$ cat src/rtl/assert_handshake_monitor_pkg.sv
// Shared types and error-code constants for the valid/ready handshake monitor.
// Error codes are ordered so that a smaller non-zero code wins a tie.
package assert_handshake_monitor_pkg;

  typedef enum logic {
    ST_IDLE = 1'b0,
    ST_PEND = 1'b1
  } state_e;

  localparam logic [1:0] ERR_NONE     = 2'd0;
  localparam logic [1:0] ERR_DROP     = 2'd1;
  localparam logic [1:0] ERR_UNSTABLE = 2'd2;
  localparam logic [1:0] ERR_TIMEOUT  = 2'd3;

  function automatic logic [1:0] first_code(input logic drop, input logic unstable,
                                            input logic timeout);
    if (drop)          return ERR_DROP;
    else if (unstable) return ERR_UNSTABLE;
    else if (timeout)  return ERR_TIMEOUT;
    else               return ERR_NONE;
  endfunction

endpackage

$ cat src/rtl/assert_handshake_monitor_sat_counter.sv
// Saturating up-counter. With clr and inc together the result is 1, so a
// restart and its first count land on the same edge.
module sat_counter #(
  parameter int               WIDTH = 8,
  parameter logic [WIDTH-1:0] LIMIT = '1
) (
  input  logic             clk,
  input  logic             srst,
  input  logic             inc,
  input  logic             clr,
  output logic [WIDTH-1:0] count
);

  logic [WIDTH-1:0] count_q;
  logic [WIDTH-1:0] count_d;

  always_comb begin
    count_d = clr ? '0 : count_q;
    if (inc && (count_d != LIMIT)) begin
      count_d = count_d + 1'b1;
    end
  end

  always_ff @(posedge clk) begin
    if (srst) begin
      count_q <= '0;
    end else begin
      count_q <= count_d;
    end
  end

  assign count = count_q;

endmodule

$ cat src/rtl/assert_handshake_monitor.sv
// Passive valid/ready protocol checker: flags dropped, unstable and stalled
// transfers, keeping the first error code and a saturating violation count.
module assert_handshake_monitor
  import assert_handshake_monitor_pkg::*;
#(
  parameter int WIDTH    = 8,
  parameter int MAX_WAIT = 16,
  parameter int CNT_W    = 8
) (
  input  logic             CLK,
  input  logic             RESET,
  input  logic             valid,
  input  logic             ready,
  input  logic [WIDTH-1:0] data,
  input  logic             clear,
  output logic             err,
  output logic [1:0]       err_code,
  output logic [CNT_W-1:0] err_count,
  output logic             pending
);

  localparam logic [7:0] WAIT_LIMIT = 8'(MAX_WAIT);
  localparam logic [7:0] WAIT_LAST  = 8'(MAX_WAIT - 1);

  state_e           state_q, state_d;
  logic [WIDTH-1:0] cap_q, cap_d;
  logic [2:0]       flags_q, flags_d;
  logic [1:0]       code_q, code_d;
  logic [1:0]       code_base;
  logic [7:0]       wait_cnt;
  logic             wait_inc, wait_clr;
  logic             viol_drop, viol_unst, viol_tmo, viol_any;

  always_comb begin
    state_d   = state_q;
    cap_d     = cap_q;
    wait_inc  = 1'b0;
    wait_clr  = 1'b0;
    viol_drop = 1'b0;
    viol_unst = 1'b0;
    viol_tmo  = 1'b0;
    case (state_q)
      ST_IDLE: begin
        wait_clr = 1'b1;
        if (valid && !ready) begin
          state_d  = ST_PEND;
          cap_d    = data;
          wait_inc = 1'b1;
          // With a one-cycle budget the first stall already exhausts it.
          viol_tmo = (MAX_WAIT == 1);
        end
      end
      ST_PEND: begin
        if (!valid) begin
          viol_drop = 1'b1;
          state_d   = ST_IDLE;
          wait_clr  = 1'b1;
        end else begin
          viol_unst = (data != cap_q);
          if (ready) begin
            state_d  = ST_IDLE;
            wait_clr = 1'b1;
          end else begin
            wait_inc = 1'b1;
            viol_tmo = (wait_cnt == WAIT_LAST);
          end
        end
      end
      default: state_d = ST_IDLE;
    endcase
  end

  assign viol_any = viol_drop | viol_unst | viol_tmo;

  // A clear discards the old record but still admits this cycle's violation.
  always_comb begin
    flags_d   = (clear ? 3'b000 : flags_q) | {viol_tmo, viol_unst, viol_drop};
    code_base = clear ? ERR_NONE : code_q;
    code_d    = (code_base == ERR_NONE) ? first_code(viol_drop, viol_unst, viol_tmo)
                                        : code_base;
  end

  always_ff @(posedge CLK) begin
    if (RESET) begin
      state_q <= ST_IDLE;
      cap_q   <= '0;
      flags_q <= 3'b000;
      code_q  <= ERR_NONE;
    end else begin
      state_q <= state_d;
      cap_q   <= cap_d;
      flags_q <= flags_d;
      code_q  <= code_d;
    end
  end

  sat_counter #(
    .WIDTH(8),
    .LIMIT(WAIT_LIMIT)
  ) u_wait_cnt (
    .clk  (CLK),
    .srst (RESET),
    .inc  (wait_inc),
    .clr  (wait_clr),
    .count(wait_cnt)
  );

  sat_counter #(
    .WIDTH(CNT_W),
    .LIMIT({CNT_W{1'b1}})
  ) u_err_cnt (
    .clk  (CLK),
    .srst (RESET),
    .inc  (viol_any),
    .clr  (clear),
    .count(err_count)
  );

  assign err      = |flags_q;
  assign err_code = code_q;
  assign pending  = (state_q == ST_PEND);

endmodule

$ cat config.mk
export PLATFORM = sky130hd
export DESIGN_NAME = assert_handshake_monitor
export DESIGN_NICKNAME = d
export VERILOG_FILES = /design/src/rtl/assert_handshake_monitor_pkg.sv /design/src/rtl/assert_handshake_monitor_sat_counter.sv /design/src/rtl/assert_handshake_monitor.sv
export SDC_FILE = /design/constraint.sdc
export NUM_CORES = 1
export LEC_CHECK = 0
export CAP_MARGIN = 0
export CORE_ASPECT_RATIO = 0.5
export CORE_MARGIN = 2
export CORE_UTILIZATION = 30
export CTS_CLUSTER_SIZE = 25
export DETAILED_ROUTE_END_ITERATION = 6
export GPL_TIMING_DRIVEN = 0
export HOLD_SLACK_MARGIN = 0.06
export SYNTH_ARGS = -nofsm -noshare
export SYNTH_HDL_FRONTEND = slang
export SYNTH_SLANG_ARGS = --single-unit
$ cat constraint.sdc
create_clock -name CLK -period 2.4 [get_ports CLK]
set_input_delay 0.24 -clock CLK [delete_from_list [all_inputs] [get_ports CLK]]
set_output_delay 0.24 -clock CLK [all_outputs]
set_load 0.02 [all_outputs]
== Yosys cells after proc, flatten, opt, wreduce, memory -nomap -nowiden ==
Index checks and enable logic that the tools add are counted.
W data, S select, Z words.
Cells by class
  $lt $le $gt $ge: 0
  divide/modulo/power cells: 0
  multiplexer cells: 24
  multiply operators: 0
  reduce and logical (&&, ||, !) cells: 7
  equal/unequal tests: 4
  shift operators: 0
  bitwise gates (word level): 4
  $add $sub $neg: 2
Operator list (number)
  $mux W8: 4
  $add A8 B1 Y8 const B: 2
  $mux W1: 11
  $mux W2: 5
  $eq A8 B4 Y1 const B: 1
  $ne A8 B5 Y1 const B: 1
  $ne A8 B8 Y1: 1
  $ne A8 B8 Y1 const B: 1
  $pmux W1 S2: 3
  $logic_and A1 B1 Y1: 3
  $mux W3: 1
  $or A3 B3 Y3: 1
  $reduce_or A3 Y1: 1
  $logic_not A2 Y1: 1
  $or A1 B1 Y1: 2
  $reduce_and A2 Y1: 1
  $logic_not A1 Y1: 1
  $not A1 Y1: 1
Word-level totals
  output and inout port bits: 12
  memory bits (writable): 0
  input bits: 13
  ROM bits: 0
  memories kept: 0
  bits in latches: 0
  register bits after elaboration: 30
  logic and storage cells: 47

== Longest topological paths before layout ==
  word-level depth: 8
  mapped depth: 10
  mapped depth without buffers: 9

== Hierarchy ==
From an unflattened synthesis, not the netlist that was laid out.
Second synthesis, totals
  cell total of the unflattened synthesis: 164
  area total of the unflattened synthesis: 1478.9 um2
Modules (own cells, without submodules)
  assert_handshake_monitor: area each 663.1 um2, instances 1, cells each 71, sequential area each 280.3 um2
  sat_counter at u_wait_cnt: area each 446.7 um2, instances 1, cells each 52, sequential area each 160.2 um2
  sat_counter at u_err_cnt: area each 369.1 um2, instances 1, cells each 41, sequential area each 160.2 um2

== Worst setup path before layout ==
No wires, ideal clock.
  path kind: reg2reg
  start: reg state_q (netlist: pending)
  end: reg u_wait_cnt.count_q[6] (netlist: u_wait_cnt.count[6])
  path buffers: 2
  setup time: 0.115 ns
  cell stages (with the launch flop): 11
  data required time: 2.285 ns
  clock period less this slack: 2.148 ns
  arrival: 2.033 ns
  slack: 0.252 ns
  path through: dfxtp_1 > clkbuf_1 > clkbuf_1 > nand3_1 > ha_1 > nand2_1 > or4b_4 > and3_1 > nand3_1 > xor2_1 > nor2_1
On the way
  longest elaborated chain between the ends: 6
  elaborated cells between the ends (all ways): 8
  classes of those cells: add/sub: 1; eq/ne: 1; mux: 4; bitwise: 1; reduce/logical: 1
RTL lines
  start, declared: line assert_handshake_monitor.sv:25  | state_e state_q, state_d;
  start signal, assigned: line assert_handshake_monitor.sv:90  | state_q <= state_d;
  parallel branches: the longest is 5 deep, another holds $add A8 B1 Y8
  $mux W8 *: line assert_handshake_monitor_sat_counter.sv:19  | if (inc && (count_d != LIMIT)) begin
  end signal, assigned: line assert_handshake_monitor_sat_counter.sv:28  | count_q <= count_d;
  end, declared: line assert_handshake_monitor_sat_counter.sv:14  | logic [WIDTH-1:0] count_q;
Mark *: on every way between the ends.
A chain may end at the register's enable or synchronous reset.

== Final worst setup path ==
Ends and elaborated chain as after synthesis.

==> results_dict.tcl <==
set metrics [dict create \
    grt_pass1_vias 1179 \
    maxCapViolCount 0 \
    detail_route.wl_per_cell_um 11.89 \
    cts_tree "built" \
    drc_errors 0 \
    h-tree-depth 2 \
    n_antenna_cell 0 \
    drtPass1Iterations 4 \
    final.min_clock_period_ns 2.209 \
    synth_top_area_share_pct 39.67 \
    cpPeakStageDelay_ns 0.52 \
    port_buffers 22 \
    endpoint_kind "register" \
    placed_cells 272 \
    slew_headroom_pct 65.60 \
    ys_seq_area_share_pct 39.67 \
    root_buffer "clkbuf_8" \
    synth_edf_count 0 \
    timing.hold.ws_ns 0.3674 \
    fin_cells 284 \
    synth_nets 196 \
    fmax_mhz 452.7 \
    num_rows 18 \
    synthCells 180 \
    hpwlAfterDp_um 2400 \
    nFillCells 517 \
    total_power_mw 1.027 \
    start_util_pct 30.98 \
    cp-start-kind "register" \
    p_per_area_nw_per_um2 527.6 \
    cts_buffer_depth 2 \
    cts_sinks 30 \
    synth.avg_cell_area_sq_um 8.411 \
    synth_seq_cells 30 \
    syn_to_final_growth_pct 28.51 \
    yosys_most_used_dff "dfxtp_1" \
    fin_util_pct 39.81 \
    cts_made_buffers 5 \
    grt_max_degree 11 \
    wl_um 3378 \
    slew_viol_final 0 \
    path_clk_slew_ns 0.07 \
    antenna_found_initial 0 \
    ys_types 39 \
    dpl_cell_area_sq_um 1822 \
    die_h_um 54.23 \
    finalCritPeriodShare_pct 92.04 \
    coreArea_sq_um 4887 \
    crit_type "reg -> reg" \
    ant_nets 0 \
    grt_pass1_wl_um 5402 \
    critPathRequiredTime_ns 2.58 \
    viasPerCell 4.658 \
    skew_ns 0.005648 \
    setup-tns-final_ns 0 \
    final_nets 229 \
    leakage_nw 0.7390 \
    tightest_slew_ns 0.5141 \
    ys_async_sr_fraction_pct 0 \
    place_ws_ns -0.2393 \
    setup_viol 0 \
    crit_chain "clkbuf_2, buf_2, nand3_1, ha_1, nand2_1, or4b_4, and3_1, nand3_1, xor2_1, nor2_1" \
    grt_use_total_pct 12.20 \
    cpMostUsedCell "nand3_1" \
    final_area_sq_um 1946 \
    ctsHoldBuffers 0 \
    gp_congestion 0.8222 \
    slowest_stage "or4b_4" \
    crit_fanout 10 \
    yosysTopAreaCell "dfxtp_1" \
    syn_area_sq_um 1514 \
    vias 1323 \
    worst_ep_arrival_time_ns 2.39 \
    globalRouteOverflowTotal 0 \
    irDropWorstVdd_uv 172.0 \
    grt_setup_unrepaired "false" \
    drive_above_1_share_pct 11.21 \
    synthTopCellsByArea "dfxtp_1 (40%), xor2_1 (6.9%), a21oi_1 (5.6%)" \
    hold_viol 0 \
    die_area_sq_um 5665 \
    drt_iter0_drc 47 \
    hold_path_class "in -> reg" \
    ys_warn_count 0 \
    clkLatencyLatePin_ns 0.28 \
    chipWidth_um 104.5 \
    status "finished, final reports clean" \
    ios 25 \
    setup_slack_ns 0.1912 \
]
## kinds of logic (layout without fill, tap and decap cells)
| logic type | after synthesis | in the layout | share of synthesized area (%) |
|---|---|---|---|
| simple gates | 74 | 74 | 27.85 |
| compound gates | 37 | 37 | 13.31 |
| flops | 30 | 30 | 39.67 |
| xor+xnor | 18 | 18 | 10.41 |
| buf+inv | 14 | 48 | 3.471 |
| mux | 4 | 4 | 2.810 |
| fa+ha+maj | 3 | 3 | 2.480 |
## worst max-delay path, delay by kind of cell, from the launching register on
| family | cells | cell delay [ns] |
|---|---|---|
| xor gates and xnor gates | 1 | 0.15 |
| and+or+nand+nor | 6 | 1.05 |
| buffers and inverters | 2 | 0.42 |
| adders and majority gates | 1 | 0.15 |
| DFF | 1 | 0.34 |
## where the power goes
part	leakage, nW	switching, mW	internal (mW)
clock network	0.0482	0.194	0.231
registers	0.243	0.00669	0.508
logic	0.448	0.0475	0.0400
total	0.739	0.248	0.779
## placed cells by master, fill, tap and decap left out, types with 4 or more instances in the layout
cell,count
inv_1,6
xor2_1,12
or3_1,4
clkdlybuf4s50_1,22
dfxtp_1,30
o21ai_0,13
clkbuf_8,6
nand3_1,7
xnor2_1,6
a21oi_1,17
nor2b_1,4
nand2_1,18
clkbuf_1,6
buf_4,4
nor2_1,16
## flip-flops by register name (all words and copies together) (netlist names)
signal,cells
err_code,2
cap_q,8
flags_q,3
u_wait_cnt.count,8
pending,1
u_err_cnt.count,8
## worst paths after layout
kind	from	endpoint	slack [ns]	cells past startpoint
max	pending	u_wait_cnt.count[6]	0.19	10
min	RESET	pending	0.37	2
max reg2reg	pending	u_wait_cnt.count[6]	0.19	10
min reg2reg	flags_q[0]	flags_q[0]	0.47	2
## cells in the mapped netlist (2+ instances only)
library cell,number
nor2b_1,4
a21oi_1,17
mux2i_1,2
nand2_1,18
xnor2_1,6
o21ai_0,14
nand3_1,7
or3_1,4
inv_1,6
nor3_1,3
nor2_1,16
and3_1,3
nor4_1,3
mux2_2,2
nor3b_1,2
ha_1,3
a31oi_1,2
dfxtp_1,30
clkbuf_1,7
xor2_1,12
## final cells by class
cell class              count  area [sq um]  area share, %
inverters                   7         26.28          1.350
repair buffers             26         250.2          12.86
well taps                  70         87.58          4.502
clock inverters             1         5.005         0.2572
multi-input cells         136         860.8          44.24
plain buffers               7         28.78          1.479
clock buffers               7         86.33          4.437
flip-flops and latches     30         600.6          30.87
## what timing repair did
action / CTS / global route
resized for setup: 0 / 6
endpoints found under the setup margin: 0 / 5
buffers inserted: 0 / 4
## layer usage
metal	global-route usage [%]	share of wire, %
met4	5.180	1.1
met5	0	0
met1	15.88	51
met2	19.83	44
met3	3.095	3.8
Power figures use the tool's default switching activity.
